--- config.mk ---
export PLATFORM = sky130hd
export DESIGN_NAME = serial_load_ctrl
export DESIGN_NICKNAME = d
export VERILOG_FILES = /design/src/rtl/serial_load_ctrl.sv
export SDC_FILE = /design/constraint.sdc
export NUM_CORES = 1
export LEC_CHECK = 0
export ABC_AREA = 1
export CELL_PAD_IN_SITES_DETAIL_PLACEMENT = 0
export CELL_PAD_IN_SITES_GLOBAL_PLACEMENT = 1
export CORE_ASPECT_RATIO = 0.75
export CORE_MARGIN = 2
export CORE_UTILIZATION = 41
export DETAILED_ROUTE_END_ITERATION = 16
export GPL_TIMING_DRIVEN = 0
export PLACE_DENSITY_LB_ADDON = 0.25
export SYNTH_ARGS = -nofsm -noshare
export SYNTH_HDL_FRONTEND = slang
export SYNTH_SLANG_ARGS = --single-unit
--- constraint.sdc ---
create_clock -name clk -period 2.3 [get_ports clk]
set_clock_uncertainty 0.15 [all_clocks]
set_input_delay 0.46 -clock clk [delete_from_list [all_inputs] [get_ports clk]]
set_output_delay 0.46 -clock clk [all_outputs]
set_load 0.01 [all_outputs]
--- src/rtl/serial_load_ctrl.sv ---
// Framed serial-to-parallel loader with optional even parity.
// Emits a one-cycle load strobe that feeds the S pins of a hold-register bank.
module serial_load_ctrl #(
    parameter int WIDTH     = 8,
    parameter bit PARITY_EN = 1'b1
) (
    input  logic             clk,
    input  logic             rst_n,
    input  logic             start,
    input  logic             sin_valid,
    input  logic             sin_data,
    output logic [WIDTH-1:0] data_out,
    output logic             load,
    output logic             busy,
    output logic             err
);

    localparam int CW = $clog2(WIDTH) + 1;

    typedef enum logic [1:0] {
        S_IDLE,
        S_SHIFT,
        S_PARITY,
        S_LOAD
    } state_t;

    state_t           r_state;
    state_t           w_next;
    logic [WIDTH-1:0] r_sr;
    logic [CW-1:0]    r_cnt;
    logic [WIDTH-1:0] r_data;
    logic             r_err;

    logic             w_last;
    logic             w_par_ok;
    logic [WIDTH-1:0] w_sr_nx;

    assign w_last   = (r_cnt == CW'(WIDTH - 1));
    assign w_par_ok = (sin_data == ^r_sr);
    assign w_sr_nx  = {r_sr[WIDTH-2:0], sin_data};

    always_ff @(posedge clk) begin
        if (!rst_n) begin
            r_state <= S_IDLE;
        end else begin
            r_state <= w_next;
        end
    end

    always_comb begin
        w_next = r_state;
        unique case (r_state)
            S_IDLE: begin
                if (start) begin
                    w_next = S_SHIFT;
                end
            end
            S_SHIFT: begin
                if (sin_valid && w_last) begin
                    w_next = PARITY_EN ? S_PARITY : S_LOAD;
                end
            end
            S_PARITY: begin
                if (sin_valid) begin
                    w_next = w_par_ok ? S_LOAD : S_IDLE;
                end
            end
            S_LOAD: begin
                w_next = S_IDLE;
            end
        endcase
    end

    // The word is published on the edge that enters LOAD, so it is
    // already valid while the strobe is high.
    always_ff @(posedge clk) begin
        if (!rst_n) begin
            r_sr   <= '0;
            r_cnt  <= '0;
            r_data <= '0;
            r_err  <= 1'b0;
        end else begin
            r_err <= 1'b0;
            unique case (r_state)
                S_IDLE: begin
                    if (start) begin
                        r_sr  <= '0;
                        r_cnt <= '0;
                    end
                end
                S_SHIFT: begin
                    if (sin_valid) begin
                        r_sr  <= w_sr_nx;
                        r_cnt <= r_cnt + CW'(1);
                        if (w_last && !PARITY_EN) begin
                            r_data <= w_sr_nx;
                        end
                    end
                end
                S_PARITY: begin
                    if (sin_valid) begin
                        if (w_par_ok) begin
                            r_data <= r_sr;
                        end else begin
                            r_err <= 1'b1;
                        end
                    end
                end
                S_LOAD: begin
                end
            endcase
        end
    end

    always_comb begin
        load     = (r_state == S_LOAD);
        busy     = (r_state != S_IDLE);
        err      = r_err;
        data_out = r_data;
    end

endmodule

# After elaboration in Yosys (flattened, before gate mapping)
# Cells that the tools add are included.
dict set report classes {
  addsub 1
  eq_ne 9
  mux 12
  n_reduce_logical 9
}
# op n
set ops {}
lappend ops {{$mux W8} 2}
lappend ops {{$pmux W8 S2} 1}
lappend ops {{$reduce_and A3 Y1} 4}
lappend ops {{$mux W2} 4}
lappend ops {{$mux W4} 2}
lappend ops {{$ne A2 B2 Y1 const B} 4}
lappend ops {{$pmux W2 S4} 1}
lappend ops {{$pmux W4 S2} 1}
lappend ops {{$reduce_xor A8 Y1} 1}
lappend ops {{$add A4 B1 Y4 const B} 1}
lappend ops {{$eq A2 B2 Y1 const B} 2}
lappend ops {{$eq A4 B3 Y1 const B} 1}
lappend ops {{$reduce_bool A2 Y1} 2}
lappend ops {{$eq A2 B1 Y1 const B} 1}
lappend ops {{$logic_not A2 Y1} 1}
lappend ops {{$eq A1 B1 Y1} 1}
lappend ops {{$logic_and A1 B1 Y1} 1}
lappend ops {{$mux W1} 1}
dict set report totals {
  ff_bits 23
  in_bits 5
  output_inout_bits 11
}

# Longest topological paths before layout
dict set report depth {
  depth_word 5
  mapped_depth 11
}

# Least setup slack after synthesis
# Ideal clock, no wire load.
dict set report synth_timing {
  path_kind {input -> register}
  startpoint {in sin_data}
  endpoint {reg r_data[1], in the netlist data_out[1]}
  setup_time_ns 0.115
  t_arrival_ns 1.299
  slack_ns 0.736
  stages 9
  n_path_buf 1
  cell_sequence {xnor2_1 -> inv_1 -> nand3_1 -> nand2_1 -> nand2_2 -> nand2_4 -> buf_12 -> a21oi_1 -> nor2_1}
}
dict set report synth_via {
  elab_chain_cells 2
}
# item line
set synth_rtl {}
lappend synth_rtl {{from (decl)} 11} ;# input logic sin_data,
lappend synth_rtl {{$eq A1 B1 Y1} 39} ;# assign w_par_ok = (sin_data == ^r_sr);
lappend synth_rtl {{$reduce_and A3 Y1 (no source line)} -}
lappend synth_rtl {{to (signal assigned)} 96} ;# r_data <= w_sr_nx;
lappend synth_rtl {{to (signal assigned)} 103} ;# r_data <= r_sr;
lappend synth_rtl {{to (decl)} 31} ;# logic [WIDTH-1:0] r_data;
# Every way passes these cells.
# A chain may end at the register's enable or synchronous reset.

# Worst setup path in the final report
dict set report layout_timing {
  startpoint {reg r_state[0]}
  endpoint {out busy}
}
dict set report layout_via {
  elab_chain_cells 1
}
# item line
set layout_rtl {}
lappend layout_rtl {{from (decl)} 27} ;# state_t r_state;
lappend layout_rtl {{from (signal assigned)} 46} ;# r_state <= w_next;
lappend layout_rtl {{$reduce_bool A2 Y1} 117} ;# busy = (r_state != S_IDLE);
lappend layout_rtl {{to (decl)} 14} ;# output logic busy,
# Every way passes these cells.

==> flow_summary.toml <==
[global_route]
grt_max_degree = 13
overflow = 0
grt_pass1_vias = 1020
grt_first_pass_wirelength_mm = 4.450
grt_use_total = 0.1703
antenna_found_initial = 0

[yosys]
ys.flop_type = "dfxtp_1"
yosysWarnings = 0
synthSimpleGateAreaFrac = 0.3082
synth.avg_cell_area_um2 = 6.935
synth.top_cells.by_count = "48 x nand2_1, 23 x dfxtp_1, 18 x inv_1, 18 x nor2_1, 16 x a21oi_1"
synth_top_family_by_area = "simple AND/OR/NAND/NOR gates"
synth_compound_area_frac = 0.1773
yosysTopAreaCellShare = 0.3794
async_flop_share = 0
synth_most_common_cell = "nand2_1"
synth_fa_ha_area_frac = 0.01031
synth_top_area_cell = "dfxtp_1"
synth-seq-cells = 23
synth.top_cells.by_area = "dfxtp_1 38%, nand2_1 15%, a21oi_1 6.6%"
syn_nets = 181
netlist_instances = 175
synthXorXnorAreaFrac = 0.01443
seq_area_frac_synth = 0.3794
synth_edf_count = 0
synth.cell_area_mm2 = 0.001214
synth.area.mux_share = 0
yosys.cell_types.count = 23

[drt]
firstDrtPassIters = 4
final_antenna_net_count = 0
wire_per_inst_um = 10.52
via_per_inst = 4.819
dr_total_vias = 1118
drc = 0
drt_iter0_markers = 45
wl_mm = 2.440

[cells_and_area]
area_growth_pct = 20.00
finalInstanceArea_mm2 = 0.001456
finalNetCount = 201
antenna_cells = 0
fillers = 301
drive_gt1_frac = 0.1134

[power_and_ir_drop]
max-vdd-ir-drop_v = 0.0005991
seqPwrFrac = 0.309
pwr-share-clk = 0.127
p_leak_nw = 0.6524
switchingPower_uw = 850.9
p_per_area_mw_per_mm2 = 1317
internal_power_mw = 1.068
power_frac_comb = 0.564
p_sw_frac = 0.4435

[die]
io_pins = 16
fp.dieArea_mm2 = 0.003416
die_h_um = 51.12
rows = 17
start_util = 0.4227
die_w_um = 66.83
core_area_mm2 = 0.002872

[clocking]
cts_sinks = 23
cts_buffer_depth = 2
cts_max_level = 1
ctsResizeCount = 0
post_cts_buffers = 0
cts_tree = "built"
clk_latency_ps = 260
cts-hold-fix-buffers = 0
clk_pin_slew_worst_paths_ps = 70
clockRootBuffer = "clkbuf_8"
cts_buffers = 3

[setup_path]
reg2reg_depth = 10
startpoint_type = "register"
cp_top_family = "buffers and inverters"
end_kind = "output pin"
crit_path_top_delay_cell = "clkdlybuf4s50_1"
worst-setup-path-type = "reg2out"
crit_fanout = 4
crit_chain = "nor2_1 -> inv_1 -> clkdlybuf4s50_1"
path_buf_inv = 2
cp.arrival_ps = 1340
cpPeakStageDelay_ps = 480
critical_path_cell_count = 3
required_ps = 1690

[timing]
rsz0062_at_grt = "false"
min_period_ps = 1948
setup_tns_ps = 0
finalHoldViolCount = 0
fin_crit_sh = 0.8471
fmax_mhz = 513.3
tightest_slew_ps = 409.1
setup_viol = 0
slew_headroom = 0.7273
report.final.slew_viol_count = 0

[place]
placement.cell_area_mm2 = 0.001411
hpwl_mm = 1.921
io_buffers = 15
place_congestion = 0.8133

[status]
status = "finished clean"

[run]
drv_cap = 0

[worst_hold_path]
hold_path.class = "reg2reg"
holdPathStages = 2
## kinds of logic (layout without fill, tap and decap cells)
| family | after synthesis | in the layout |
|---|---|---|
| buf+inv | 28 | 47 |
| compound gates | 34 | 34 |
| fa+ha+maj | 1 | 1 |
| simple gates | 87 | 87 |
| flops | 23 | 23 |
| xor+xnor | 2 | 2 |
## metal layers
| layer | global-route usage | vias up | wire length [um] |
|---|---|---|---|
| li1 | - | 606 | - |
| met1 | 0.2439 | 494 | 1358 |
| met2 | 0.2533 | 16 | 967 |
| met3 | 0.04626 | 2 | 96 |
| met4 | 0.04082 | 0 | 17 |
| met5 | 0 | - | 0 |
## final cells by class
type                    instances  area, um2  area share
plain buffers                   5      47.55     0.03265
clock buffers                   4      45.04     0.03093
inverters                      23      86.33     0.05928
multi-input cells             124      619.3      0.4253
flip-flops and latches         23      460.4      0.3162
well taps                      38      47.55     0.03265
repair buffers                 15      150.1      0.1031
## through the flow
stage                     utilization  setup slack (ps)  power (mW)  std cells  hold slack (ps)
after global routing           0.5072             212.0       2.124        232            349.4
final                          0.5072             351.6       1.919        232            337.2
after CTS                      0.5072             335.3       1.938        232            342.3
after detailed placement       0.4915             91.86       1.690        228            322.5
after global placement         0.4915             129.7       1.666        228            311.9
after floorplan                     -             736.3       1.435        175            304.5
## worst reg2reg max path, cell delays in order, from the launching register on
cell and delay, ps:
dfxtp_1 460, inv_2 110, nand2_1 80, nand2_1 50
nand2_1 60, nand3_2 90, nand3_1 140, nand2_4 100
buf_12 160, a21oi_1 130, nor2_1 60
## registers in the layout, indices dropped and copies added (netlist names)
signal    count
r_sr          8
err           1
r_cnt         4
data_out      8
r_state       2
## cells in the final DEF, fill, tap and decap left out, drive strengths merged
cell,Yosys,routed
dfxtp,23,23
clkbuf,2,6
and3,1,1
a21oi,22,22
or2,1,1
clkdlybuf4s50,0,15
nor3,3,3
o21ai,3,3
a211oi,9,9
xnor2,2,2
nor2,18,18
buf,3,3
ha,1,1
nand3,13,13
nand2,51,51
inv,22,22
clkinv,1,1
## power by group through the flow
stage,registers (mW),clock network (mW),logic [mW]
2_1_floorplan,0.597,0,0.838
3_3_place_gp,0.598,0,1.07
3_5_place_dp,0.603,0,1.09
4_1_cts,0.593,0.254,1.09
5_1_grt,0.609,0.266,1.25
6_report,0.593,0.244,1.08
## final timing paths
| check | slack [ps] | from | endpoint |
|---|---|---|---|
| worst min-delay path | 340 | data_out[3] | data_out[3] |
| worst min register to register | 340 | data_out[3] | data_out[3] |
| worst max-delay path | 350 | r_state[0] | busy |
| worst max register to register | 610 | r_sr[3] | data_out[4] |
No activity file was read; power rests on OpenSTA's default activity.
